==> config.mk <==
export PLATFORM = sky130hd
export DESIGN_NAME = uart_tx_framed
export DESIGN_NICKNAME = d
export VERILOG_FILES = /design/src/rtl/uart_tx_framed.sv
export SDC_FILE = /design/constraint.sdc
export NUM_CORES = 1
export LEC_CHECK = 0
export CORE_UTILIZATION = 59
export CTS_BUF_LIST = sky130_fd_sc_hd__clkbuf_4 sky130_fd_sc_hd__clkbuf_8
export DETAILED_ROUTE_END_ITERATION = 10
export GPL_TIMING_DRIVEN = 0
export PLACE_DENSITY = 0.79
export SLEW_MARGIN = 0
export SYNTH_ARGS = -nofsm -noshare
export SYNTH_HDL_FRONTEND = slang
export SYNTH_SLANG_ARGS = --single-unit
==> constraint.sdc <==
create_clock -name clk1 -period 6.6 [get_ports clk1]
set_input_delay 1.32 -clock clk1 [delete_from_list [all_inputs] [get_ports clk1]]
set_output_delay 1.32 -clock clk1 [all_outputs]
set_load 0.01 [all_outputs]
==> src/rtl/uart_tx_framed.sv <==
// uart_tx_framed: buffered UART transmitter.
// Small FIFO feeding a serializer with optional parity and 1-2 stop bits.
module uart_tx_framed #(
  parameter int CLK_DIV    = 868,
  parameter int DATA_BITS  = 8,
  parameter int PARITY     = 0,
  parameter int STOP_BITS  = 1,
  parameter int FIFO_DEPTH = 4
) (
  input  logic                          clk1,
  input  logic                          rst,
  input  logic                          tx_valid,
  input  logic [DATA_BITS-1:0]          tx_data,
  output logic                          tx_ready,
  output logic                          tx,
  output logic                          busy,
  output logic [$clog2(FIFO_DEPTH):0]   fifo_level
);

  localparam int AW = $clog2(FIFO_DEPTH);
  localparam int CW = $clog2(CLK_DIV);
  localparam int BW = $clog2(DATA_BITS);
  localparam logic [CW-1:0] CMAX = CW'(CLK_DIV - 1);
  localparam logic [BW-1:0] BMAX = BW'(DATA_BITS - 1);
  localparam logic [AW:0]   FULL = (AW+1)'(FIFO_DEPTH);

  typedef enum logic [2:0] {
    IDLE, START, DATA, PAR, STOP
  } state_t;

  state_t               state;
  logic [DATA_BITS-1:0] mem [FIFO_DEPTH];
  logic [AW-1:0]        wr_ptr;
  logic [AW-1:0]        rd_ptr;
  logic [CW-1:0]        cnt;
  logic [BW-1:0]        bit_idx;
  logic                 stop_idx;
  logic [DATA_BITS-1:0] shreg;
  logic                 par_bit;
  logic                 push;
  logic                 pop;
  logic                 have;
  logic                 bit_end;
  logic                 stop_last;
  logic [DATA_BITS-1:0] head;

  assign tx_ready  = (fifo_level != FULL);
  assign push      = tx_valid & tx_ready;
  assign have      = (fifo_level != '0);
  assign bit_end   = (cnt == CMAX);
  assign stop_last = (STOP_BITS == 1) | stop_idx;
  assign head      = mem[rd_ptr];

  // Pop from idle, or on the last stop edge for a gapless next frame
  assign pop = have & ((state == IDLE) |
               ((state == STOP) & bit_end & stop_last));

  always_ff @(posedge clk1) begin
    if (push) mem[wr_ptr] <= tx_data;
  end

  always_ff @(posedge clk1 or negedge rst) begin
    if (!rst) begin
      wr_ptr     <= '0;
      rd_ptr     <= '0;
      fifo_level <= '0;
    end else begin
      if (push) wr_ptr <= wr_ptr + AW'(1);
      if (pop)  rd_ptr <= rd_ptr + AW'(1);
      unique case ({push, pop})
        2'b10:   fifo_level <= fifo_level + (AW+1)'(1);
        2'b01:   fifo_level <= fifo_level - (AW+1)'(1);
        default: fifo_level <= fifo_level;
      endcase
    end
  end

  always_ff @(posedge clk1 or negedge rst) begin
    if (!rst) begin
      state    <= IDLE;
      tx       <= 1'b1;
      busy     <= 1'b0;
      cnt      <= '0;
      bit_idx  <= '0;
      stop_idx <= 1'b0;
      shreg    <= '0;
      par_bit  <= 1'b0;
    end else begin
      cnt <= (bit_end || state == IDLE) ? '0 : cnt + CW'(1);
      if (pop) begin
        state   <= START;
        tx      <= 1'b0;
        busy    <= 1'b1;
        cnt     <= '0;
        shreg   <= head;
        par_bit <= (PARITY == 1) ? ~^head : ^head;
      end else begin
        unique case (state)
          IDLE: ;
          START: if (bit_end) begin
            state   <= DATA;
            tx      <= shreg[0];
            shreg   <= shreg >> 1;
            bit_idx <= '0;
          end
          DATA: if (bit_end) begin
            if (bit_idx != BMAX) begin
              bit_idx <= bit_idx + BW'(1);
              tx      <= shreg[0];
              shreg   <= shreg >> 1;
            end else if (PARITY != 0) begin
              state <= PAR;
              tx    <= par_bit;
            end else begin
              state    <= STOP;
              tx       <= 1'b1;
              stop_idx <= 1'b0;
            end
          end
          PAR: if (bit_end) begin
            state    <= STOP;
            tx       <= 1'b1;
            stop_idx <= 1'b0;
          end
          STOP: if (bit_end) begin
            if (!stop_last) begin
              stop_idx <= 1'b1;
            end else begin
              state <= IDLE;
              busy  <= 1'b0;
            end
          end
          default: state <= IDLE;
        endcase
      end
    end
  end

endmodule

== Word level (Yosys, flattened, before mapping) ==
Memory sizes are Yosys's and may differ from the RTL's.
Index checks and enable logic that the tools add are counted.

* Flip-flop bits (word level): 33
* Memory bits (writable): 32
* Output and inout bits: 6
* Word-level logic and storage cells: 83
* Memories: 1

{| class="wikitable"
|+ Memory list
! name !! depth !! width !! read ports !! clocked after Yosys merged registers in !! write ports !! line !! source
|-
| mem || 4 || 8 || 1 || 0 || 1 || 32 || <nowiki>logic [DATA_BITS-1:0] mem [FIFO_DEPTH];</nowiki>
|}

* Add/subtract/negate cells: 6
* Equal/unequal tests: 19
* Multiplexer cells: 29
* Bitwise operators: 5
* Reductions and logical operators: 14

{| class="wikitable"
|+ Operators with widths
! kind !! count
|-
| 8-bit 2-to-1 mux || 4
|-
| 3-bit 2-to-1 mux || 8
|-
| 3-bit != test (second input constant) || 8
|-
| 10-bit 2-to-1 mux || 2
|-
| 8-bit case mux with 2 select lines || 1
|-
| 3-bit case mux with 5 select lines || 1
|-
| 3-bit case mux with 2 select lines || 2
|-
| 10-bit by 1-bit adder with 10-bit output (second input constant) || 1
|-
| 10-bit == test (second input constant) || 1
|-
| 1-bit 2-to-1 mux || 10
|-
| 2-bit != test (second input constant) || 4
|-
| 4-bit AND reduction || 2
|-
| 2-bit nonzero test || 4
|-
| 3-bit by 1-bit adder with 3-bit output (second input constant) || 2
|-
| 3-bit by 2-bit == test with 1-bit output (second input constant) || 2
|-
| 6-bit AND reduction || 1
|-
| 3-bit nonzero test || 2
|-
| 5-bit AND reduction || 1
|-
| 2-bit by 1-bit adder with 2-bit output (second input constant) || 2
|-
| 4-bit nonzero test || 1
|-
| 1-bit AND || 3
|-
| 3-bit by 1-bit == test with 1-bit output (second input constant) || 1
|-
| 3-bit == test (second input constant) || 1
|-
| 3-bit logical NOT || 1
|-
| 8 further kinds || 8
|}

== Longest topological paths before layout ==
* Depth in word-level cells: 6
* Gate-level depth with buffers: 11
* Gate-level depth less buffers: 11

== Worst setup path before layout ==
Ideal clock, no wire load.

* Kind: register to register
* Start: register cnt[0]
* End: register fifo_level[2]
* Setup time: 0.079 ns
* Data arrival time: 2.574 ns
* Path slack: 3.947 ns
* Stages on the path, launching flop included: 12
* Path buffers: 0
* Cells stage by stage: dfrtp_1 ha_1 or3b_4 o31ai_1 nand2_2 inv_1 ha_1 inv_1 fa_1 xor2_1 nor2_1 xor2_1

* Word-level cells in the longest chain between the ends: 6

{| class="wikitable"
|+ RTL lines
! what !! line !! source
|-
| start: declaration || 35 || <nowiki>logic [CW-1:0] cnt;</nowiki>
|-
| start signal: assignment || 89 || <nowiki>cnt <= (bit_end || state == IDLE) ? '0 : cnt + CW'(1);</nowiki>
|-
| 10-bit == test (*) || 50 || <nowiki>assign bit_end = (cnt == CMAX);</nowiki>
|-
| 1-bit AND (*) || 56 || <nowiki>((state == STOP) & bit_end & stop_last));</nowiki>
|-
| 1-bit OR (*) || 55 || <nowiki>assign pop = have & ((state == IDLE) |</nowiki>
|-
| 1-bit AND (*) || 55 ||
|-
| net pop || 41 || <nowiki>logic pop;</nowiki>
|-
| 2-bit by 1-bit == test with 1-bit output / 2-bit == test (equally long branches) || 70 || <nowiki>unique case ({push, pop})</nowiki>
|-
| 3-bit case mux with 2 select lines / 2-bit nonzero test (equally long branches) || - ||
|-
| end signal: assignment || 71 || <nowiki>2'b10: fifo_level <= fifo_level + (AW+1)'(1);</nowiki>
|-
| end signal: assignment || 72 || <nowiki>2'b01: fifo_level <= fifo_level - (AW+1)'(1);</nowiki>
|-
| end signal: assignment || 73 || <nowiki>default: fifo_level <= fifo_level;</nowiki>
|-
| end: declaration || 17 || <nowiki>output logic [$clog2(FIFO_DEPTH):0] fifo_level</nowiki>
|}

The timed path passes the listed nets; every way through them passes the cells marked *.
A chain may end at the register's enable or synchronous reset.

== Final worst setup path ==
Same ends and word-level chain as after synthesis.

==> summary.md <==
| Metric | Value |
|---|---|
| Number of antenna diodes | 0 |
| Layout cells sized above 1 | 13.8% |
| # rows | 25 |
| Outcome | finished clean |
| Yosys cell types | 38 |
| Hold_buf cts | 0 |
| First drt pass iteration count | 4 |
| Relative slew slack | around two fifths |
| Bufs on Longest Clock Path | 2 |
| Ys async rst share | 50.8% |
| Cts repair resizes | 0 |
| H-tree depth | 3 |
| #FFs+latches synth | 65 |
| CP cell instances | ha_1 > or3b_4 > o31ai_1 > nand2_2 > inv_1 > ha_1 > inv_1 > fa_1 > xor2_1 > nor2_1 > xor2_1 |
| Inst Count DP | 304 |
| Post-Layout Cell Count | 320 |
| Clk slew on worst S/H paths | 0.07 ns |
| Most frequent cells in the layout | dfrtp_1 (32), edfxtp_1 (32), nor2_1 (21) |
| Setup TNS | 0 ns |
| Sequential cell area | 0.00179 sq mm |
| # fillers | 340 |
| Worst slew pin tran | 0.886 ns |
| Clk sink count | 65 |
| CP endpoint kind | flop |
| Commonest register cell after synthesis | edfxtp_1 |
| Post-route clock period utilization | 46.6% |
| Die height | 72.0 um |
| Pleak | 1.28 nW |
| Wire per inst | 15.1 um |
| Initial Util | 61.1% |
| Peak Freq | roughly 330 MHz |
| Cell depth of the worst setup path | 11 |
| EDFF count, synth | 32 |
| Crit Path Category | reg2reg |
| Clock Latency Late Sink | 0.34 ns |
| Post-Route WL | approximately 4800 um |
| Cells after Synth | 221 |
| Final setup fails | 0 |
| Nets@finish | roughly 270 |
| Antenna violations before repair | 0 |
| CP required | approximately 6.9 ns |
| First-pass GRT wire length | between 8000 and 9000 um |
| Die ar. | 0.00518 sq mm |
| Min setup slack post-route | 3.52 ns |
| Crit path time final | ~3 ns |
| Min-Delay Path Class | reg2reg |
| Vias in the first global route | 1721 |
| Unrepaired setup endpoints after global routing | false |
| Reg2Reg Depth | 11 |
| Maximum fanout along the worst path | 10 |
| Final hold vios | 0 |
| Largest net degree at the start of global routing | 34 |
| CTS root buf | clkbuf_8 |
| Io pins | 17 |
| Via count | 1773 |
| Max incr delay on CP | 0.43 ns |
| Element type at the critical path start | flop |
| Die Wd | 72.0 um |
| CORE AREA | between 0.004 and 0.005 sq mm |
| Seq/Total Area, Yosys | 61.9% |
| Drt drc | 0 |
| DRT antenna net count | 0 |
| Synth warn | 0 |
| Placer Congestion | 0.804 |
| Max IR drop VDD | 0.000262 V |
| Slowest stage cell on the critical path | o31ai_1 |
| Total Power | between 1 and 1.5 mW |
| Vias per cell | between 5 and 6 |
| Power Density | 305 mW/mm^2 |
| # port buffers | 16 |
| WP buf/inv | 2 |
| Critical path arrival | ~3.3 ns |
| Max Cap Viol | 0 |
| Pre-CTS setup slack | 3.46 ns |
| WHS Path Cells | 1 |
| Area Overhead vs Synth | 15.9% |
| Total Routing Usage GR | around a fifth |
| Initial DRC Count | between 100 and 150 |
| Top Family by Delay on Critical Path | adder cells |
| CTS Buf Count | 9 |
| Grt total ovfl | 0 |
| Post-CTS setup buffers | 0 |
| Syn_nets | between 200 and 250 |
| Slew Viols, Final | 0 |
| CTS tree | yes |
| Setup Skew | 0.00853 ns |
| Syn Area/Cell | between 10 and 15 sq um |
| Mapped Area | about 0.0029 sq mm |
| Post-detail-place hpwl | 3250 um |
| Multi-input combinational cell area | 0.00101 sq mm |
## cell families after synthesis
family | synth area share (%)
AO/OA/AOI/OAI | 7.50
XOR/XNOR | 4.25
adder cells (fa/ha/maj) | 4.16
buffers and inverters | 3.21
flip-flops | 61.9
multiplexers | 6.98
AND/OR/NAND/NOR | 12.0
## layout make-up
| class | instances | area share [%] |
|---|---|---|
| Clock inverter | 7 | 2.84 |
| Buffer | 9 | 1.53 |
| Inverter | 11 | 1.23 |
| Multi-Input combinational cell | 136 | 30.1 |
| Clock buffer | 9 | 3.70 |
| Tap cell | 67 | 2.51 |
| Timing Repair Buffer | 16 | 4.64 |
| Sequential cell | 65 | 53.4 |
## synth_stat cells, types with 2 or more instances
cell      instances  area (sq um)
dfrtp_1          32           801
edfxtp_1         32           961
or3_1             2          12.5
nand3_1           7          35.0
a21o_1            2          15.0
nand2b_1          2          12.5
a31oi_1           7          43.8
mux4_2            8           180
nand2_1           8          30.0
o21ai_0          14          70.1
clkbuf_1          4          15.0
inv_1            11          41.3
buf_2             2          10.0
nor2_1           21          78.8
xor2_1            4          35.0
ha_1              8           100
nor3_1            9          45.0
and3_1            4          25.0
a21oi_1           3          15.0
xnor2_1          10          87.6
nand4_1           8          50.1
buf_6             2          22.5
o31ai_1           6          45.0
## metrics by stage
stage                     hold WS [ns]  util (%)  instance area (sq um)
after floorplan                  0.455         -                   2890
after global routing             0.507      70.8                   3350
after CTS                        0.485      70.8                   3350
after detailed placement         0.476      66.2                   3130
final                            0.485      70.8                   3350
after global placement           0.470      66.3                   3130
## worst paths after layout
check | start | endpoint | slack [ns]
worst min-delay path | cnt[0] | cnt[0] | 0.48
min in group asynchronous | rst | state[1] | 1.03
worst min register to register | cnt[0] | cnt[0] | 0.48
max in group asynchronous | rst | cnt[0] | 5.11
worst max register to register | cnt[0] | fifo_level[2] | 3.52
worst max-delay path | cnt[0] | fifo_level[2] | 3.52
## sequential cells by signal, summed over array words and instances, names as in the netlist, 2 cells and up
name	cells
fifo_level	3
bit_idx	3
rd_ptr	2
cnt	10
shreg	8
wr_ptr	2
mem	32
state	3
## layer usage
metal	share of wire [%]	track usage, %	routed length, um	vias to the layer above
li1	-	-	-	864
met1	48	28.2	2330	867
met2	46	33.0	2240	33
met3	3.3	4.58	161	9
met4	2.1	12.4	100	0
met5	0	0	0	-
## where the power goes
| part | leakage, nW | switching, mW | internal, mW | total [mW] |
|---|---|---|---|---|
| sequential | 0.695 | 0.0264 | 0.486 | 0.513 |
| combinational | 0.483 | 0.0735 | 0.0656 | 0.139 |
| clock | 0.0975 | 0.156 | 0.212 | 0.368 |
| total | 1.28 | 0.256 | 0.763 | 1.02 |
No activity file was read; power rests on OpenSTA's default activity.
==> RTL edit 1, RTL diff (same flow settings) <==
The parameter `FIFO_DEPTH` goes from 4 to 8.
--- a/src/rtl/uart_tx_framed.sv
+++ b/src/rtl/uart_tx_framed.sv
@@ -7,3 +7,3 @@
   parameter int STOP_BITS  = 1,
-  parameter int FIFO_DEPTH = 4
+  parameter int FIFO_DEPTH = 8
 ) (
Interface: changed (resized fifo_level); port bits go from 17 to 18. No check against the original RTL was run, so the function may have changed too.
==> RTL edit 1 against the unedited design <==
Clock power rose by 3%; hold slack improved by 0.011 ns; worst setup slack improved by 0.0075 ns; sequential share of layout area rose by 4.4 points; final area rose by 46%; wire length rose by 51%; sequential cell count rose by 35; synthesized cell count rose by 23%; largest cell class unchanged; total power rose by 82%; synthesized area rose by 51%; utilization fell by 0.94 points.
==> RTL edit 1: results (changes against the unedited design) <==
{| class="wikitable"
! Metric !! Value
|-
| Result of the run || complete, no violations
|-
| Number of combinational gates with multiple inputs || 157 (+15%)
|-
| Fraction of final layout cells with drive strength greater than 1 || 19.3% (+5.5 points)
|-
| Area share of buffers outside the clock network || 5.41% (-0.76 points)
|-
| Global Route met1 Usage || 28.8% (+0.64 points)
|-
| Ranking of synthesized cells by area || edfxtp_1 (44%), dfrtp_1 (20%), mux4_2 (5.7%)
|-
| Fraction of synthesis flops using an asynchronous set or reset pin || 36.0% (-15 points)
|-
| Pre-CTS WS || 2.90 ns (-0.556 ns)
|-
| Multi-input gate area in the final layout || 1470 sq um (+46%)
|-
| Fraction of synthesized cell area taken by the top area cell type || 44.0% (+11 points)
|-
| Count of plain and timing-repair buffers || 30 (+20%)
|-
| Max VDD drop || 0.197 mV (-25%)
|-
| Final RePlAce weighted congestion || 0.764 (-5.0%)
|-
| Worst-skew pair later-pin latency || 0.36 ns (+0.02 ns)
|-
| Clock input transition at the sequential cells of the worst setup and hold paths || 0.10 ns (+0.03 ns)
|-
| Endpoint of the worst setup timing path || tx_ready
|-
| Nets || 319 (+19%)
|-
| Internal Pwr Total || 0.00126 W (+65%)
|-
| Setup slack of the worst register-to-register path || 3.81 ns (+0.29 ns)
|-
| Most frequent cells after synthesis || edfxtp_1 (64), dfrtp_1 (35), nor2_1 (21)
|-
| Fmax achieved || 326 MHz (+0.25%)
|-
| Clock Skews || 0.0123 ns (+0.00379 ns)
|-
| Port Buf Inserts || 17 (+1)
|-
| Reported clock group power || 0.000378 W (+3%)
|-
| Global-route wire length before repair || 11.9 mm (+48%)
|-
| Sequential share of cell area || 57.9% (+4.4 points)
|-
| Worst setup path startpoint || fifo_level[1]
|-
| Number of fillers in the final layout || 466 (+37%)
|-
| Arrival @ worst endpoint || 1.75 ns (-1.59 ns)
|-
| Pin count of the biggest net entering global routing || 37 (+8.8%)
|-
| Post-detailed-placement half-perimeter wirelength || 4.93 mm (+52%)
|-
| Met2 track demand over resource in global routing || 34.5% (+1.4 points)
|-
| Pleak || 1.80 nW (+41%)
|}
==> RTL edit 1: through the flow <==
step                      total power [W]  hold WS (ns)  utilization, %  area [sq um]  cells
after global placement            0.00147         0.477            66.7          4650    384
final                             0.00186         0.495            69.9          4880    401
after detailed placement          0.00150         0.482            66.8          4660    385
after CTS                         0.00187         0.496            69.6          4860    401
after floorplan                   0.00132         0.448               -          4360    271
after global routing              0.00197         0.522            69.9          4880    401
==> RTL edit 1: logic make-up after synthesis <==
logic type      Yosys count  synth area share, %
flops                   100                 64.7
simple gates             73                 9.72
compound gates           30                 5.71
mux                      29                 11.9
xor+xnor                 17                 3.41
buf+inv                  14                 2.26
fa+ha+maj                 8                 2.29
==> RTL edit 1: layer usage <==
layer / part of all wire [%] / wire length, um
met1: 46 / 3340
met2: 50 / 3680
met3: 3.1 / 229
met4: 0.81 / 59
met5: 0 / 0
==> RTL edit 2, RTL diff (config.mk and constraints unchanged) <==
Without the edit above. Re-encode `state_t` (5 states) as one-hot, 5 bits wide.
--- a/src/rtl/uart_tx_framed.sv
+++ b/src/rtl/uart_tx_framed.sv
@@ -26,4 +26,4 @@
 
-  typedef enum logic [2:0] {
-    IDLE, START, DATA, PAR, STOP
+  typedef enum logic [4:0] {
+    IDLE = 5'b00001, START = 5'b00010, DATA = 5'b00100, PAR = 5'b01000, STOP = 5'b10000
   } state_t;
Check against the original RTL: same outputs for any inputs over 10 cycles, from zero or initial values and one cycle with rst low; not proved beyond that.
==> RTL edit 2 against the unedited design <==
Total power shrank 1.8%; largest power group unchanged; sequential cell count grew 1; via count grew 15%; critical path type is now register to output port; wire length grew 21%; final area grew 7.8%; largest cell class unchanged; non-clock buffer count is the same; register-to-register slack gained 0.31 ns; count of clock-buffer cells in the layout grew 1; worst setup slack gained 0.17 ns; synthesized area grew 9.5%.
==> RTL edit 2: results (changes against the unedited design) <==
{| class="wikitable"
! Metric !! Value
|-
| Endpoint of the worst setup timing path || tx_ready
|-
| Gr usage total || 23.4% (+2.1 points)
|-
| Pin count of the biggest net entering global routing || 35 (+2.9%)
|-
| Post-synthesis area per instance || 13.1 sq um (+0.40%)
|-
| Multi-input gate area in the final layout || 1270 sq um (+26%)
|-
| Routed vias/inst || 5.97 (+7.7%)
|-
| Slowest library cell on the worst path || clkdlybuf4s50_1
|-
| P_seq || 0.000517 W (+0.8%)
|-
| Arrival @ worst endpoint || 1.59 ns (-1.75 ns)
|-
| Number of fillers in the final layout || 404 (+19%)
|-
| Clock Network Area Fraction || 5.62% (-0.93 points)
|-
| Cell family with most CP delay || buffers and inverters
|-
| Sequential cell area fraction in the yosys report || 57.4% (-4.5 points)
|-
| Setup slack of the worst register-to-register path || 3.83 ns (+0.31 ns)
|-
| Clock buf count || 10 (+1)
|-
| Drt initial violations || 140 (+28%)
|-
| Number of unique standard cell types used by synthesis || 55 (+45%)
|-
| Longest individual stage delay on the worst path || 0.57 ns (+0.14 ns)
|-
| Power attributed to combinational cells || 0.000145 W (+4%)
|-
| Fraction of synthesis flops using an asynchronous set or reset pin || 51.5% (+0.75 points)
|-
| Pleak || 1.36 nW (+6.5%)
|-
| Global-route wire length before repair || 9.40 mm (+17%)
|-
| Number of non-clock inverters || 9 (-2)
|-
| Placed Area || 3400 sq um (+8.9%)
|-
| Total nets after synthesis || 261 (+8.3%)
|-
| Largest driver fanout on the critical path || 6 (-4)
|-
| GRT met3 Usage || 4.95% (+0.37 points)
|-
| Synth Register Bits || 66 (+1.5%)
|-
| Post-detailed-placement half-perimeter wirelength || 4.11 mm (+26%)
|-
| Final routed wire length divided by cell count || 17.0 um (+12%)
|-
| Clock Skews || 0.00517 ns (-0.00336 ns)
|-
| Max VDD drop || 0.291 mV (+11%)
|-
| Sequential share of cell area || 50.3% (-3.1 points)
|-
| Worst hold slack || 0.494 ns (+0.00929 ns)
|-
| Most frequent cells after synthesis || dfrtp_1 (32), edfxtp_1 (32), nor2_1 (19)
|-
| Starting density of the core || 61.5% (+0.38 points)
|-
| Number of combinational gates with multiple inputs || 157 (+15%)
|-
| Worst setup path startpoint || fifo_level[0]
|-
| Final RePlAce weighted congestion || 0.806 (+0.31%)
|-
| Result of the run || complete, no violations
|-
| Met2 track demand over resource in global routing || 35.9% (+2.9 points)
|-
| Slew at the pin closest to its max-slew limit || 0.757 ns (-0.129 ns)
|-
| Total instance count after detailed placement || 327 (+7.6%)
|-
| Iteration count of the initial detailed-routing pass || 4 (unchanged)
|-
| Final WL || 5.83 mm (+21%)
|}
-- RTL edit 2: cell types whose count changed after synthesis, moves of 5 or more --
cell / change
a211oi_1: +6
nand4_1: -6
nand3_1: +7
o31ai_1: -5
o21ai_0: -5
-- RTL edit 2: cells by family (layout without fill, tap and decap cells) --
logic type	Yosys count	in the layout	synth area share [%]
simple gates	74	74	14.8
flops	66	66	57.4
compound gates	49	49	11.1
buf+inv	18	50	2.41
xor+xnor	15	15	4.16
mux	10	10	6.37
fa+ha+maj	9	9	3.80
-- RTL edit 2: layer usage --
layer / vias to the layer above / routed length (um) / share of wire [%]
met5: - / 0 / 0
met4: 0 / 110 / 1.9
met3: 10 / 226 / 3.9
li1: 970 / - / -
met2: 45 / 2830 / 49
met1: 1022 / 2660 / 46
-- RTL edit 2: through the flow --
stage | utilization, % | setup slack (ns)
after floorplan | - | 4.03
after global placement | 66.3 | 3.45
after detailed placement | 66.2 | 3.45
after CTS | 70.2 | 3.67
after global routing | 70.2 | 3.59
final | 70.2 | 3.69
